$ cat config.mk
export PLATFORM = sky130hd
export DESIGN_NAME = gcd_sub_fsm
export DESIGN_NICKNAME = d
export VERILOG_FILES = /design/src/rtl/gcd_sub_fsm.sv
export SDC_FILE = /design/constraint.sdc
export NUM_CORES = 1
export LEC_CHECK = 0
export BUFFER_PORTS_ARGS = -buffer_cell sky130_fd_sc_hd__buf_2
export CAP_MARGIN = 15
export CELL_PAD_IN_SITES_DETAIL_PLACEMENT = 0
export CELL_PAD_IN_SITES_GLOBAL_PLACEMENT = 2
export CORE_ASPECT_RATIO = 1.25
export CORE_MARGIN = 1
export CORE_UTILIZATION = 35
export DETAILED_ROUTE_END_ITERATION = 8
export GPL_TIMING_DRIVEN = 1
export PLACE_DENSITY = 0.95
export SYNTH_ARGS = -nofsm -noshare
export SYNTH_HDL_FRONTEND = slang
export SYNTH_SLANG_ARGS = --single-unit
$ cat constraint.sdc
create_clock -name clk -period 6.2 [get_ports clk]
set_clock_uncertainty 0.15 [all_clocks]
set_input_delay 0.31 -clock clk [delete_from_list [all_inputs] [get_ports clk]]
set_output_delay 0.31 -clock clk [all_outputs]
set_load 0.1 [all_outputs]
$ cat src/rtl/gcd_sub_fsm.sv
// Subtraction-method GCD engine driving an external magnitude comparator.
// Optional GCD_ITER_COUNT_EN adds a saturating subtraction counter, iter_cnt.
//
// Ports:
//   clk, rst          clock, synchronous active-high reset
//   start, a_in, b_in request and operands, accepted in IDLE only
//   cmp_a, cmp_b      operand registers, to the comparator
//   is_equal/great/less comparator flags for cmp_a vs cmp_b
//   busy, done        high in RUN / one-cycle pulse in DONE
//   result            GCD, valid from DONE
//   iter_cnt          subtractions in the last job (GCD_ITER_COUNT_EN)
module gcd_sub_fsm #(
  parameter int WIDTH = 32
) (
  input  logic             clk,
  input  logic             rst,
  input  logic             start,
  input  logic [WIDTH-1:0] a_in,
  input  logic [WIDTH-1:0] b_in,
  output logic [WIDTH-1:0] cmp_a,
  output logic [WIDTH-1:0] cmp_b,
  input  logic             is_equal,
  input  logic             is_great,
  input  logic             is_less,
  output logic             busy,
  output logic             done,
`ifdef GCD_ITER_COUNT_EN
  output logic [WIDTH-1:0] iter_cnt,
`endif
  output logic [WIDTH-1:0] result
);

  typedef enum logic [1:0] {
    S_IDLE,
    S_RUN,
    S_DONE
  } state_t;

  localparam logic [WIDTH-1:0] ONE =
    {{(WIDTH-1){1'b0}}, 1'b1};

  state_t           r_state;
  logic [WIDTH-1:0] r_a;
  logic [WIDTH-1:0] r_b;
  logic [WIDTH-1:0] r_result;
  logic             r_busy;
  logic             r_done;
`ifdef GCD_ITER_COUNT_EN
  logic [WIDTH-1:0] r_iter;
`endif

  logic             w_zero;
  logic [WIDTH-1:0] w_a_minus_b;
  logic [WIDTH-1:0] w_b_minus_a;

  // Zero check is local so gcd(0,x) never depends on the comparator.
  assign w_zero      = (r_a == '0) || (r_b == '0);
  assign w_a_minus_b = r_a - r_b;
  assign w_b_minus_a = r_b - r_a;

  always_ff @(posedge clk) begin
    if (rst) begin
      r_state  <= S_IDLE;
      r_a      <= '0;
      r_b      <= '0;
      r_result <= '0;
      r_busy   <= 1'b0;
      r_done   <= 1'b0;
`ifdef GCD_ITER_COUNT_EN
      r_iter   <= '0;
`endif
    end else begin
      unique case (r_state)
        S_IDLE: begin
          if (start) begin
            r_a     <= a_in;
            r_b     <= b_in;
            r_state <= S_RUN;
            r_busy  <= 1'b1;
`ifdef GCD_ITER_COUNT_EN
            r_iter  <= '0;
`endif
          end
        end
        S_RUN: begin
          if (w_zero) begin
            r_result <= r_a | r_b;
            r_state  <= S_DONE;
            r_busy   <= 1'b0;
            r_done   <= 1'b1;
          end else if (is_equal) begin
            r_result <= r_a;
            r_state  <= S_DONE;
            r_busy   <= 1'b0;
            r_done   <= 1'b1;
          end else if (is_great) begin
            r_a <= w_a_minus_b;
`ifdef GCD_ITER_COUNT_EN
            if (r_iter != '1)
              r_iter <= r_iter + ONE;
`endif
          end else if (is_less) begin
            r_b <= w_b_minus_a;
`ifdef GCD_ITER_COUNT_EN
            if (r_iter != '1)
              r_iter <= r_iter + ONE;
`endif
          end else begin
            // No flag: a broken comparator must not hang us.
            r_result <= r_a;
            r_state  <= S_DONE;
            r_busy   <= 1'b0;
            r_done   <= 1'b1;
          end
        end
        S_DONE: begin
          r_state <= S_IDLE;
          r_done  <= 1'b0;
        end
        default: begin
          r_state <= S_IDLE;
          r_busy  <= 1'b0;
          r_done  <= 1'b0;
        end
      endcase
    end
  end

  assign cmp_a  = r_a;
  assign cmp_b  = r_b;
  assign result = r_result;
  assign busy   = r_busy;
  assign done   = r_done;
`ifdef GCD_ITER_COUNT_EN
  assign iter_cnt = r_iter;
`endif

endmodule

==> results of run 1 <==
registers in the layout (all words and copies together), names as in the netlist:
register	cells
r_state	2
cmp_b	32
cmp_a	32
busy	1
result	32
done	1
per-stage QoR:
step	area, sq um	hold slack [ns]	cells	utilization (%)
after global routing	10100	0.0636	1653	41.0
after floorplan	8840	0.317	1204	-
after global placement	9830	0.287	1637	39.8
final	10100	0.0399	1653	41.0
after CTS	10100	0.0309	1653	41.0
after detailed placement	9830	0.290	1637	39.8
synthesized netlist by cell type, types with 5 or more instances:
library cell	instances
a2111oi_0	6
nor4_1	32
a21boi_0	5
nor3_1	16
o21bai_1	13
dfxtp_1	100
a21o_1	5
a31oi_1	20
ha_1	95
buf_2	7
nor2_1	106
o31ai_1	15
and4_1	10
or3_1	6
nand2_1	141
mux2i_1	11
nand2b_1	15
inv_1	99
a211o_1	15
nor2b_1	14
o211ai_1	52
nand4_1	5
and3_1	6
nand3b_1	5
a211oi_1	28
o22ai_1	6
o21ai_0	47
clkbuf_1	50
or2_2	5
nand3_1	24
a21oi_1	122
xnor2_1	47
layer usage:
layer / global-route usage [%] / vias to the layer above
li1: - / 4495
met1: 34.2 / 4554
met2: 50.1 / 464
met3: 3.89 / 129
met4: 21.8 / 0
met5: 0 / -
cell families after synthesis:
family	count (synthesis)	synth area share, %
AOI/OAI and AO/OA	375	27.8
xor gates and xnor gates	48	4.76
adders and majority gates	97	13.9
buffers and inverters	174	8.38
DFF	100	22.7
muxes	11	1.25
and+or+nand+nor	399	21.3
power by group through the flow:
stage / clock network, mW / registers, mW / logic (mW)
4_1_cts: 0.607 / 0.793 / 2.07
5_1_grt: 0.629 / 0.802 / 2.22
3_3_place_gp: 0 / 0.808 / 2.07
6_report: 0.593 / 0.797 / 2.10
3_5_place_dp: 0 / 0.809 / 2.05
2_1_floorplan: 0 / 1.15 / 1.14
layout make-up:
type                       instances  area, sq um
fill                            2713        14500
multi-input combinational        930         6130
sequential                       100         2000
timing repair buffer             176          903
tap                              330          413
inverter                         101          379
clock buffer                       9          225
clock inverter                     7         67.6
how the worst max path moves through the flow:
stage          startpoint         to  slack [ns]  depth (start not counted)
2_1_floorplan    cmp_a[0]  cmp_a[28]        2.54                         11
3_3_place_gp     cmp_a[8]  cmp_b[21]        2.29                         10
3_5_place_dp     cmp_a[8]  cmp_b[21]        2.33                         10
4_1_cts          cmp_a[8]  cmp_b[21]        2.30                         10
5_1_grt          cmp_a[8]  cmp_b[21]        1.93                         10
6_report         cmp_a[8]  cmp_b[21]        2.22                         10
worst max-delay path: cells and delay by family (launching register included):
family | cells | cell delay (ns)
flip-flops | 1 | 0.54
adder cells (fa/ha/maj) | 1 | 0.47
buffers and inverters | 1 | 0.12
AND/OR/NAND/NOR | 4 | 1.29
XOR/XNOR | 1 | 0.14
AO/OA/AOI/OAI | 3 | 1.14
==> metrics.md, run 1 <==
| Metric | Value |
|---|---|
| Area leader, netlist | `dfxtp_1` |
| Result of the run | `completed` |
| # resized after CTS | `0` |
| Top layer in use | `met4` |
| DR WL met2 | `18600 um` |
| 1st-iter DRT viols | `675` |
| Synth Register Bits | `100` |
| CP max-delay cell | `nor4_1` |
| Clock network fraction of total power | `between 10% and 20%` |
| Switching portion of total power | `54.0%` |
| Least-Margin Pin Slew | `1.13 ns` |
| Finish-stage setup viols | `0` |
| Tot Pwr | `3.50 mW` |
| Min-Delay Path Depth | `2` |
| Ys Warns | `0` |
| Pre-CTS setup slack | `2.33 ns` |
| RR Endpoint | `cmp_b[21]` |
| Worst reg2reg setup slack | `~2.2 ns` |
| Final Slew Violations | `0` |
| Largest net degree at the start of global routing | `83` |
| Asr flop ratio synth | `0%` |
| Post-Syn Area per Cell | `approximately 7.3 sq um` |
| TritonCTS Buffers | `9` |
| Reg2Reg Depth | `10` |
| WL/cell | `23.5 um` |
| Total GRT Usage | `29.8%` |
| Vias after detailed routing | `9642` |
| Commonest cells after routing, fill and taps aside | `buf_2 (167), nand2_1 (141), a21oi_1 (122)` |
| Fmax | `251 MHz` |
| Initial core utilization | `between 30% and 40%` |
| Reg power frac | `22.8%` |
| Internal power | `1.61 mW` |
| RSZ-0062 raised after global routing | `no` |
| Total die area | `25900 sq um` |
| Post-Syn Instances | `1204` |
| Area contributors post-synth | `dfxtp_1 (23%), ha_1 (13%), a21oi_1 (6.9%), nand2_1 (6.0%), xnor2_1 (4.7%)` |
| Number of max-cap violations | `0` |
| Leading cell type in the layout, fill and taps excluded | `buf_2` |
| Pwr Density | `about 350 nW/um^2` |
| Post-Synthesis Cell Area | `8840 sq um` |
| CTS sink cnt | `100` |
| Max_slew headroom | `24.1%` |
| Drt pass-1 iters | `5` |
| Clk Tree Root Cell | `clkbuf_16` |
| Die Span Y | `roughly 180 um` |
| Post-CTS setup buffer count | `0` |
| Sequential area share after synthesis | `22.7%` |
| Ys flop type | `dfxtp_1` |
| Final Hold Viols | `0` |
| Critical path class | `flop to flop` |
| Hold Crit Class | `primary input to flop` |
| Crit-path max FO | `9` |
| Switching power | `1.89 mW` |
| Peak supply drop | `0.143 mV` |
| EDFF count, synth | `0` |
| Clock Path Buffers | `2` |
| Worst skew pair latency | `0.37 ns` |
| Worst path arrival time | `a little over 4 ns` |
| Gp weighted congestion | `0.989` |
| CTS tree | `built` |
| Layout area overhead | `14.5%` |
| Crit-path cells | `inv_1 > ha_1 > nor4_1 > nand2_1 > a31oi_1 > nor4_1 > o311ai_2 > nand2_1 > xnor2_1 > a2111oi_0` |
| Hold_sp | `rst` |
| Pleak | `4.14 nW` |
| Fin worst setup slack | `2.22 ns` |
| Number of global-route vias before repair | `9261` |
| Library cells used by synthesis | `74` |
| Drt total wl | `38800 um` |
| Io pins | `168` |
| Vias per Instance | `5.83` |
| Post-route ant nets | `0` |
| HPWL Detailed | `just under 30000 um` |
| Hold Path Sink | `result[26]` |
| Synth Net Count | `1371` |
| Input/output buffers | `around 170` |
| Critical Path RT | `6.29 ns` |
| Min cycle time layout | `between 3 and 4 ns` |
| Final nets | `approximately 1500` |
| Startpoint types | `flop` |
| TNS Setup | `0 ns` |
| Met3 wire len | `2260 um` |
| Comb pwr share | `60.2%` |
| Initial antenna violation count | `0` |
| # rows | `64` |
| Core Area | `around 25000 sq um` |
| Number of H-tree levels | `3` |
| Die span in x | `approximately 140 um` |
| Overflow after GRT | `0` |
| Hold buffers post-CTS | `0` |
| Tcrit/Tclk final | `64.2%` |
| First-pass GRT wire length | `57100 um` |
| # DRC | `0` |
| Critical R2R Launch | `cmp_a[8]` |
| Share of the synthesized area in the top cell type | `22.7%` |
| Layout cells sized above 1 | `between 15 and 20%` |
| Crit. End Element | `flop` |
| Max incr delay on CP | `between 0.9 and 1 ns` |
| Antenna Cells | `0` |
| CTS clk-pin slew, worst paths | `0.09 ns` |
| Metal-1 WL | `15000 um` |
Power figures use the tool's default switching activity.
==> run 2, diff against run 1 <==
Settings changed: CORE_UTILIZATION 35 to 32, PLACE_DENSITY 0.95 to 0.89.
Clock period 6.2 ns to 4.1 ns, I/O delays scaled along.
==> run 2 against run 1 <==
Against the previous run: cell area increased by 2.3%; global-route usage decreased by 1.7 points; die area increased by 9.3%; combinational power increased by 54%; setup slack got worse by 2.0 ns; critical path type unchanged; sequential share of layout area decreased by 0.45 points; critical path depth unchanged; maximum frequency increased by 2.5%; routed wire length increased by 2.6%; via count decreased by 0.38%; count of clock-buffer cells in the layout increased by 1; largest power group unchanged.
==> metrics.md, run 2 (synthesis results as in run 1) <==
| Metric | Value |
|---|---|
| Overflow after GRT | `0` |
| Post-CTS setup buffer count | `0` |
| Tcrit/Tclk final | `a little over nine tenths` |
| Clock Path Buffers | `2` |
| Clock network fraction of total power | `between 10% and 20%` |
| Layout cells sized above 1 | `roughly 18%` |
| WHS | `just under 0.0006 ns` |
| Total die area | `28300 sq um` |
| Antenna Cells | `0` |
| Max incr delay on CP | `0.73 ns` |
| Number of H-tree levels | `3` |
| Least-Margin Pin Slew | `1.06 ns` |
| Final Hold Viols | `0` |
| Largest net degree at the start of global routing | `64` |
| Startpoint types | `flop` |
| CTS clk-pin slew, worst paths | `0.09 ns` |
| Most used cell, CP | `nand2_1` |
| Final Instance Count excl. Fillers | `1695` |
| Drt total wl | `39800 um` |
| Io pins | `168` |
| Placed standard-cell area | `10000 sq um` |
| Pleak | `4.27 nW` |
| Comb pwr share | `60.5%` |
| Total GRT Usage | `28.1%` |
| CTS tree | `built` |
| Final Slew Violations | `0` |
| Worst path arrival time | `3.97 ns` |
| Reg power frac | `between 20% and 30%` |
| Initial core utilization | `32.7%` |
| Internal power | `2.50 mW` |
| Commonest cells after routing, fill and taps aside | `buf_2 (167), nand2_1 (141), a21oi_1 (122)` |
| First-pass GRT wire length | `approximately 59000 um` |
| TritonCTS Buffers | `9` |
| Clk Tree Root Cell | `clkbuf_16` |
| Switching portion of total power | `between 50% and 60%` |
| Gp weighted congestion | `~1.0` |
| Critical path class | `flop to flop` |
| RSZ-0062 raised after global routing | `no` |
| Switching power | `2.86 mW` |
| Pwr Density | `517 nW/um^2` |
| CP max-delay cell | `nor4_2` |
| Worst skew pair latency | `0.37 ns` |
| Drt pass-1 iters | `5` |
| Hold Crit Class | `primary input to flop` |
| Critical Path RT | `4.19 ns` |
| Post-route ant nets | `0` |
| Layout area overhead | `17.2%` |
| Vias per Instance | `5.67` |
| Crit-path max FO | `7` |
| Finish-stage setup viols | `0` |
| Fmax | `between 200 and 300 MHz` |
| Peak supply drop | `0.209 mV` |
| Core Area | `between 20000 and 30000 sq um` |
| TNS Setup | `0 ns` |
| Die Span Y | `188 um` |
| Crit. End Element | `flop` |
| CTS sink cnt | `100` |
| Vias after detailed routing | `9605` |
| Final nets | `1512` |
| Crit-path cells | `inv_1 > ha_1 > nor4_2 > nand2_1 > a31oi_1 > nor4_1 > o311ai_2 > nand2_1 > xnor2_1 > a2111oi_0` |
| 1st-iter DRT viols | `606` |
| Number of global-route vias before repair | `around 9500` |
| Input/output buffers | `167` |
| Leading cell type in the layout, fill and taps excluded | `buf_2` |
| HPWL Detailed | `31700 um` |
| Number of max-cap violations | `0` |
| Min cycle time layout | `3.88 ns` |
| # DRC | `0` |
| # rows | `67` |
| WL/cell | `approximately 23 um` |
| Inst Count DP | `1674` |
| Final Cell Area | `10400 sq um` |
| Initial antenna violation count | `0` |
| Max_slew headroom | `just under 30%` |
| Result of the run | `completed` |
| Die span in x | `about 150 um` |
[run 2: cell count changes in the layout (fill, tap and decap cells not counted)]
cell	change
buf_4	+22
clkbuf_8	+1
clkinv_2	-1
clkinv_4	-1
dlygate4sd3_1	+5
inv_6	+1
nor2_2	+1
nor2_4	-1
[run 2: power groups by stage]
stage / clock network (mW) / logic, mW / registers (mW)
CTS: 0.952 / 3.21 / 1.18
global route: 0.974 / 3.44 / 1.20
detailed placement: 0 / 3.19 / 1.21
finish: 0.930 / 3.24 / 1.19
floorplan: 0 / 1.72 / 1.75
global placement: 0 / 3.21 / 1.20
[run 2: through the flow]
stage                     setup slack, ns  util (%)  total power, mW
final                               0.217      38.4             5.35
after CTS                           0.300      38.4             5.34
after detailed placement            0.345      37.1             4.39
after global routing               0.0881      38.4             5.61
after floorplan                     0.438         -             3.47
after global placement              0.366      37.1             4.42
[run 2: cell type report]
type                            count  area, sq um
Fill cell                        2957        16600
Multi-Input combinational cell    930         6120
Sequential cell                   100         2000
Timing Repair Buffer              203         1120
Tap cell                          345          432
Inverter                          101          379
Clock buffer                       10          239
Clock inverter                      6         62.6
[run 2: per-layer routing]
metal / up-vias / global-route usage [%] / routed length, um
li1: 4549 / - / -
met1: 4540 / 31.6 / 15200
met2: 408 / 49.0 / 19500
met3: 108 / 3.65 / 2270
met4: 0 / 18.3 / 2770
met5: - / 0 / 0
[run 2: worst max-delay path: cells and delay by family (launching register included)]
family          cells  cell delay (ns)
compound gates      3             1.21
xor+xnor            1             0.15
fa+ha+maj           1             0.44
buf+inv             1             0.14
flops               1             0.55
simple gates        4             1.10
[run 2: worst paths after layout]
| kind | from | endpoint | slack, ns | cells after the start |
|---|---|---|---|---|
| worst max-delay path | cmp_a[12] | cmp_b[21] | 0.22 | 10 |
| worst min register to register | result[0] | result[0] | 0.30 | 2 |
| worst max register to register | cmp_a[12] | cmp_b[21] | 0.22 | 10 |
| worst min-delay path | b_in[8] | cmp_b[8] | 0.0006 | 3 |
[run 2: repair_timing]
item / in CTS / in global routing
endpoints found under the hold margin: 5 / 0
setup endpoints to repair: 0 / 0
hold buffers: 5 / 0
gates resized for setup: 0 / 0
